$ cat src/rtl/led_breathe_pwm.sv
// Two-colour "breathing" LED driver: a triangular brightness ramp with
// plateaus, rendered as glitch-free PWM on a green / red LED pair.
//
// Ports:
//   CLK     sole clock (12 MHz board oscillator)
//   RST     asynchronous, active-high reset
//   EN      synchronous run enable; 0 forces IDLE with both LEDs off
//   TICK    single-CLK ramp strobe from an upstream prescaler
//   LEDG_N  green LED, active low, duty = LEVEL
//   LEDR_N  red LED, active low, duty = MAX - LEVEL
//   LEVEL   current brightness level register
//   PHASE   state code: IDLE=0 RISE=1 HOLD_HI=2 FALL=3 HOLD_LO=4

module led_breathe_pwm #(
    parameter int PWM_BITS   = 8,
    parameter int STEP       = 1,
    parameter int HOLD_TICKS = 64
) (
    input  logic                CLK,
    input  logic                RST,
    input  logic                EN,
    input  logic                TICK,
    output logic                LEDG_N,
    output logic                LEDR_N,
    output logic [PWM_BITS-1:0] LEVEL,
    output logic [2:0]          PHASE
);

    localparam logic [2:0] S_IDLE    = 3'd0;
    localparam logic [2:0] S_RISE    = 3'd1;
    localparam logic [2:0] S_HOLD_HI = 3'd2;
    localparam logic [2:0] S_FALL    = 3'd3;
    localparam logic [2:0] S_HOLD_LO = 3'd4;

    localparam int HW = (HOLD_TICKS > 1) ? $clog2(HOLD_TICKS) : 1;

    localparam logic [PWM_BITS-1:0] MAX       = '1;
    localparam logic [PWM_BITS:0]   STEP_X    = (PWM_BITS + 1)'(STEP);
    localparam logic [HW-1:0]       HOLD_LAST = HW'(HOLD_TICKS - 1);

    logic [2:0]          state;
    logic [2:0]          state_nx;
    logic [PWM_BITS-1:0] level;
    logic [PWM_BITS-1:0] level_nx;
    logic [HW-1:0]       hold_cnt;
    logic [HW-1:0]       hold_nx;

    logic [PWM_BITS-1:0] pwm_cnt;
    logic [PWM_BITS-1:0] duty_g;
    logic [PWM_BITS-1:0] duty_r;
    logic                green_on;
    logic                red_on;
    logic                led_g_n;
    logic                led_r_n;

    logic [PWM_BITS:0]   sum_up;
    logic [PWM_BITS-1:0] up_val;
    logic [PWM_BITS-1:0] dn_val;
    logic                plateau_done;

    // Saturating ramp arithmetic: one extra bit catches overflow on the
    // way up, and a compare against STEP prevents underflow on the way down.
    always_comb begin
        sum_up = {1'b0, level} + STEP_X;
        up_val = sum_up[PWM_BITS] ? MAX : sum_up[PWM_BITS-1:0];
        if ({1'b0, level} <= STEP_X) begin
            dn_val = '0;
        end else begin
            dn_val = level - STEP_X[PWM_BITS-1:0];
        end
    end

    // A plateau lasts HOLD_TICKS ticks: the tick that finds the counter
    // already at its last value is the one that leaves.
    assign plateau_done = (hold_cnt == HOLD_LAST);

    always_comb begin
        state_nx = state;
        level_nx = level;
        hold_nx  = hold_cnt;
        if (!EN) begin
            // Disable wins over any tick arriving in the same cycle.
            state_nx = S_IDLE;
            level_nx = '0;
            hold_nx  = '0;
        end else if (state == S_IDLE) begin
            // Start-up cycle: a coincident tick is deliberately ignored.
            state_nx = S_RISE;
        end else if (state > S_HOLD_LO) begin
            state_nx = S_IDLE;
            level_nx = '0;
            hold_nx  = '0;
        end else if (TICK) begin
            case (state)
                S_RISE: begin
                    level_nx = up_val;
                    if (up_val == MAX) begin
                        state_nx = S_HOLD_HI;
                        hold_nx  = '0;
                    end
                end
                S_HOLD_HI: begin
                    if (plateau_done) begin
                        state_nx = S_FALL;
                        hold_nx  = '0;
                    end else begin
                        hold_nx = hold_cnt + 1'b1;
                    end
                end
                S_FALL: begin
                    level_nx = dn_val;
                    if (dn_val == '0) begin
                        state_nx = S_HOLD_LO;
                        hold_nx  = '0;
                    end
                end
                S_HOLD_LO: begin
                    if (plateau_done) begin
                        state_nx = S_RISE;
                        hold_nx  = '0;
                    end else begin
                        hold_nx = hold_cnt + 1'b1;
                    end
                end
                default: begin
                    state_nx = S_IDLE;
                end
            endcase
        end
    end

    always_ff @(posedge CLK or posedge RST) begin
        if (RST) begin
            state    <= S_IDLE;
            level    <= '0;
            hold_cnt <= '0;
        end else begin
            state    <= state_nx;
            level    <= level_nx;
            hold_cnt <= hold_nx;
        end
    end

    assign green_on = (pwm_cnt < duty_g);
    assign red_on   = (pwm_cnt < duty_r);

    // Duties are only reloaded as the counter wraps, so a level change
    // never truncates or stretches the pulse already in flight.
    always_ff @(posedge CLK or posedge RST) begin
        if (RST) begin
            pwm_cnt <= '0;
            duty_g  <= '0;
            duty_r  <= '0;
            led_g_n <= 1'b1;
            led_r_n <= 1'b1;
        end else if (!EN) begin
            pwm_cnt <= '0;
            duty_g  <= '0;
            duty_r  <= '0;
            led_g_n <= 1'b1;
            led_r_n <= 1'b1;
        end else begin
            pwm_cnt <= pwm_cnt + 1'b1;
            if (pwm_cnt == MAX) begin
                duty_g <= level;
                duty_r <= MAX - level;
            end
            led_g_n <= ~green_on;
            led_r_n <= ~red_on;
        end
    end

    assign LEDG_N = led_g_n;
    assign LEDR_N = led_r_n;
    assign LEVEL  = level;
    assign PHASE  = state;

endmodule

$ cat config.mk
export PLATFORM = sky130hd
export DESIGN_NAME = led_breathe_pwm
export DESIGN_NICKNAME = d
export VERILOG_FILES = /design/src/rtl/led_breathe_pwm.sv
export SDC_FILE = /design/constraint.sdc
export NUM_CORES = 1
export LEC_CHECK = 0
export ABC_AREA = 0
export BUFFER_PORTS_ARGS = -buffer_cell sky130_fd_sc_hd__buf_2
export CAP_MARGIN = 15
export CORE_ASPECT_RATIO = 1.4
export CORE_UTILIZATION = 25
export CTS_CLUSTER_DIAMETER = 150
export CTS_CLUSTER_SIZE = 30
export DETAILED_ROUTE_END_ITERATION = 10
export GPL_TIMING_DRIVEN = 0
export PLACE_DENSITY = 0.45
export SLEW_MARGIN = 20
export SYNTH_ARGS = -nofsm -noshare
export SYNTH_HDL_FRONTEND = slang
export SYNTH_SLANG_ARGS = --single-unit
$ cat constraint.sdc
create_clock -name CLK -period 3.9 [get_ports CLK]
set_clock_uncertainty 0.15 [all_clocks]
set_input_delay 0.195 -clock CLK [delete_from_list [all_inputs] [get_ports CLK]]
set_output_delay 0.195 -clock CLK [all_outputs]
set_load 0.005 [all_outputs]
# [After elaboration in Yosys (flattened, before gate mapping)]
# Cells that the tools add are included.
[classes] addsub=5 n_mul=0 div=0 n_lt_le_gt_ge=4 eq_ne=19 shifts=0 mux=31 bitwise_logic=2 reduce_logical=6
[op_table] operator="8-bit two-way mux" count=11
[op_table] operator="6-bit two-way mux" count=7
[op_table] operator="3-bit two-way mux" count=8
[op_table] operator="5-bit != test, second input constant" count=4
[op_table] operator="6-bit one-hot mux with 3 select lines" count=1
[op_table] operator="8-bit equality test, second input constant" count=2
[op_table] operator="8-bit < comparator" count=2
[op_table] operator="8-bit one-hot mux with 2 select lines" count=1
[op_table] operator="3-bit one-hot mux with 4 select lines" count=1
[op_table] operator="5-bit AND reduction" count=2
[op_table] operator="8-bit by 1-bit adder with 9-bit output, second input constant" count=1
[op_table] operator="8-bit by 1-bit adder with 8-bit output, second input constant" count=1
[op_table] operator="8-bit by 1-bit less-or-equal comparator with 1-bit output, second input constant" count=1
[op_table] operator="8-bit zero test" count=1
[op_table] operator="4-bit by 1-bit != test with 1-bit output, second input constant" count=2
[op_table] operator="4-bit != test, second input constant" count=2
[op_table] operator="8-bit by 1-bit subtractor with 8-bit output, second input constant" count=1
[op_table] operator="8-bit subtractor, first input constant" count=1
[op_table] operator="6-bit by 1-bit adder with 6-bit output, second input constant" count=1
[op_table] operator="3-bit by 2-bit equality test with 1-bit output, second input constant" count=2
[op_table] operator="6-bit equality test, second input constant" count=1
[op_table] operator="5-bit by 2-bit != test with 1-bit output, second input constant" count=1
[op_table] operator="3-bit by 1-bit equality test with 1-bit output, second input constant" count=1
[op_table] operator="3-bit equality test, second input constant" count=1
[op_table] operator="other kinds (9)" count=11
[totals] ff_bits=43 latchBits=0 ram_bits=0 rom_bits=0 word_cells=75 n_memories=0

# [Longest topological paths before layout]
[depth] word_depth=9 depth_mapped=9 mapped_depth_nobuf=8

# [Worst setup path after synthesis]
# No wires, ideal clock.
[synth_timing] path_type="flip-flop to flip-flop" start="reg level[0], in the netlist LEVEL[0]" end="reg hold_cnt[3]" setup_time_ns=0.101 arrival_ns=2.459 required_time_ns=3.649 setup_slack_ns=1.191 stages_incl_launch_ff=10 path_cell_list="dfrtp_1 > buf_2 > inv_1 > ha_1 > xnor2_1 > nand4b_1 > a221oi_4 > a21oi_2 > or4_4 > o311ai_2"
[synth_via] elab_chain_len=5 elab_cells_between_ends=10 cone_classes="add/sub (2); order compare (1); eq/ne (3); mux (2); reduce/logical (2)"
[synth_rtl] item="start: declaration" line_no="43" rtl="logic [PWM_BITS-1:0] level;"
[synth_rtl] item="start signal: assignment" line_no="139" rtl="level <= level_nx;"
[synth_rtl] item="8-bit by 1-bit adder with 9-bit output (tied with other cells)" line_no="64" rtl="sum_up = {1'b0, level} + STEP_X;"
[synth_rtl] item="8-bit two-way mux, on equally long branches" line_no="65, 66"
[synth_rtl] item="8-bit equality test or 8-bit zero test (tied branches)" line_no="97, 112"
[synth_rtl] item="4-bit != test (no source line)"
[synth_rtl] item="5-bit AND reduction (no source line) (*)"
[synth_rtl] item="end signal: assignment" line_no="140" rtl="hold_cnt <= hold_nx;"
[synth_rtl] item="end: declaration" line_no="45" rtl="logic [HW-1:0] hold_cnt;"
# Mark *: on every way between the ends. The rest lies on a longest branch, timed or not.
# A chain may end at the register's enable or synchronous reset.

# [Worst setup path after layout]
# Ends and elaborated chain as after synthesis.

==> impl_metrics.py <==
metrics = {
    "synth": {
        "syn-num-nets": 368,
        "synth_xor_area_share_pct": 2.393,
        "syn_area_per_cell_um2": 8.561,
        "synth_top_family_by_area": "simple AND/OR/NAND/NOR gates",
        "synth_top_area_cell": "dfrtp_1",
        "synth-seq-cells": 43,
        "synth_edf_count": 0,
        "synth_flop_cell": "dfrtp_1",
        "yosys.area_share.simple_pct": 22.74,
        "yosysSeqAreaShare_pct": 36.84,
        "syn-cell-area_um2": 2928,
        "synth_async_sr_flop_share_pct": 100.0,
        "synthDistinctLibCells": 62,
        "syn_inst": 342,
        "synthTopCellsByArea": "dfrtp_1 (35%), ha_1 (9.4%), nor2_1 (5.1%), a21oi_1 (4.6%), nand2_1 (4.2%)",
        "synthMuxAreaShare_pct": 1.026,
        "synth_fa_ha_area_share_pct": 9.402,
        "synth_compound_area_share_pct": 21.58,
        "yosys.area.top_type_share_pct": 35.04,
        "yosysWarnings": 0,
    },
    "timing": {
        "final-setup-viol-count": 0,
        "timing.final.max_slew_violations": 0,
        "tightest_slew_ns": 0.9183,
        "clock.fmax_mhz": 325.7,
        "min_period_ns": 3.071,
        "relSlewSlack_pct": 38.21,
        "tns_ns": 0,
        "fin_crit_sh_pct": 78.74,
        "finalHoldViolations": 0,
        "rsz0062_at_grt": "false",
    },
    "clocking": {
        "postCtsSetupBuffers": 0,
        "cts_root_buf": "clkbuf_16",
        "cts.clk_slew.worst_paths_ns": 0.06,
        "cts_resized": 0,
        "clock_latency_ns": 0.29,
        "clkSinkCount": 43,
        "htreeDepth": 2,
        "numCtsBuffers": 5,
        "cts_tree": "done",
        "clockBufferDepth": 2,
    },
    "run": {
        "maxCapViolCount": 0,
    },
    "worst_setup_path": {
        "startpoint_type": "flop",
        "cp.arrival_ns": 3.11,
        "crit_chain": "buf_2 > inv_1 > ha_1 > xnor2_1 > nand4b_1 > a221oi_4 > a21oi_2 > or4_4 > o311ai_2",
        "path_buf_inv": 2,
        "end_kind": "flop",
        "criticalPathCategory": "reg2reg",
        "crit_fanout": 10,
        "crit_slowest_cell": "or4_4",
        "cp_top_family": "compound AO/OA/AOI/OAI gates",
        "crit_required_ns": 3.94,
        "max_stage_delay_ns": 0.55,
    },
    "drt": {
        "via_count": 2558,
        "first_pass_iters": 5,
        "wire_per_inst_um": 15.25,
        "vias_per_cell": 4.996,
        "drt_iter0_markers": 101,
        "ant_nets": 0,
        "drc": 0,
        "drt-total-wl_mm": 7.810,
    },
    "grt": {
        "antenna_found_initial": 0,
        "grt_usage_pct": 14.17,
        "grt_max_degree": 32,
        "grt_overflow": 0,
        "grt_pass1_wl_mm": 13.20,
        "grt_pass1_vias": 2586,
    },
    "layout": {
        "drive_gt1_share_pct": 12.77,
        "final_common_cell": "dfrtp_1",
        "fill_cells": 1247,
        "nets": 393,
        "area_delta_synth_final_pct": 16.37,
        "diodes": 0,
        "final_cell_mix": "dfrtp_1 (41), nor2_1 (40), nand2_1 (33)",
    },
    "die": {
        "die_height_um": 130.0,
        "die_w_um": 93.46,
        "num_rows": 46,
        "ios": 17,
        "die-area_um2": 12150,
        "start_util_pct": 25.69,
        "fp.coreArea_um2": 11400,
    },
    "placement": {
        "port-buffer-count": 16,
        "gp_congestion": 0.8679,
        "hpwl_mm": 5.833,
    },
    "worst_hold_path": {
        "hold_path.class": "in2reg",
    },
    "power_and_ir_drop": {
        "p_leak_uw": 0.001460,
        "power_density_nw_per_um2": 444.8,
        "irDropWorstVdd_mv": 0.1709,
        "finalPower_uw": 1515,
    },
    "status": {
        "status": "complete, no violations",
    },
}
Yosys cell counts (all sizes together) (3+ instances only):
library cell,n
a211oi,3
a21oi,28
ha,22
a21o,5
nor3,5
nor4,4
o21bai,4
nand2,33
clkbuf,6
o21ai,17
o211ai,3
and2,3
or2,3
dfrtp,41
nor2,40
mux2i,3
inv,26
buf,9
or4,3
xnor2,5
xor2,3
o22ai,4
o31ai,3
nand2b,8
nand3,14
a31oi,4
and3,5
cell families after synthesis:
| logic type | count (synthesis) |
|---|---|
| adders and majority gates | 22 |
| and+or+nand+nor | 133 |
| muxes | 3 |
| buffers and inverters | 41 |
| xor gates and xnor gates | 8 |
| AOI/OAI and AO/OA | 92 |
| DFF | 43 |
state kept, by name, summed over array words and instances, names as in the netlist:
| signal | flops |
|---|---|
| hold_cnt | 6 |
| LEDG_N | 1 |
| pwm_cnt | 8 |
| LEDR_N | 1 |
| LEVEL | 8 |
| duty_g | 8 |
| duty_r | 8 |
| PHASE | 3 |
final timing paths:
kind                            startpoint           to  slack [ns]  depth (start not counted)
min in group asynchronous              RST    duty_r[1]        0.25                          3
worst max register to register    LEVEL[0]  hold_cnt[3]        0.83                          9
worst min-delay path                    EN   pwm_cnt[1]        0.13                          2
worst max-delay path              LEVEL[0]  hold_cnt[3]        0.83                          9
max in group asynchronous              RST       LEDG_N        2.81                          4
worst min register to register  pwm_cnt[0]   pwm_cnt[0]        0.36                          1
per-stage QoR:
step	cells	hold WS (ns)	setup slack, ns	cell area [um2]	utilization, %
floorplan	342	0.1792	1.191	2928	-
global placement	502	0.3456	0.8723	3188	27.98
detailed placement	503	0.01926	0.8590	3208	28.15
CTS	512	0.1227	0.8339	3407	29.90
global route	512	0.1348	0.6270	3407	29.90
finish	512	0.1263	0.8293	3407	29.90
what timing repair did:
| item | in CTS | in global routing |
|---|---|---|
| setup endpoints to repair | 0 | 0 |
| hold endpoints to repair | 12 | 0 |
| hold buffers | 1 | 0 |
power by group:
| part | internal (uW) | switching [uW] | total [uW] |
|---|---|---|---|
| clock | 368 | 179 | 547 |
| sequential | 468 | 30.5 | 499 |
| combinational | 178 | 292 | 470 |
| total | 1010 | 502 | 1520 |
layer usage:
layer	routed length, um	up-vias	share of wire (%)	GRT usage [%]
met3	206	15	2.6	2.214
met1	3227	1229	41	15.68
met4	204	0	2.6	5.882
li1	-	1266	-	-
met2	4171	48	53	26.64
met5	0	-	0	0
final cells by class:
type,instances,area [um2],share of cell area (%)
plain buffers,15,78.83,2.314
clock buffers,6,128.9,3.783
clock inverters,2,60.06,1.763
inverters,26,97.59,2.864
multi-input cells,258,1673,49.10
flip-flops and latches,43,1079,31.66
well taps,144,180.2,5.288
repair buffers,18,110.1,3.232
Power figures use the tool's default switching activity.
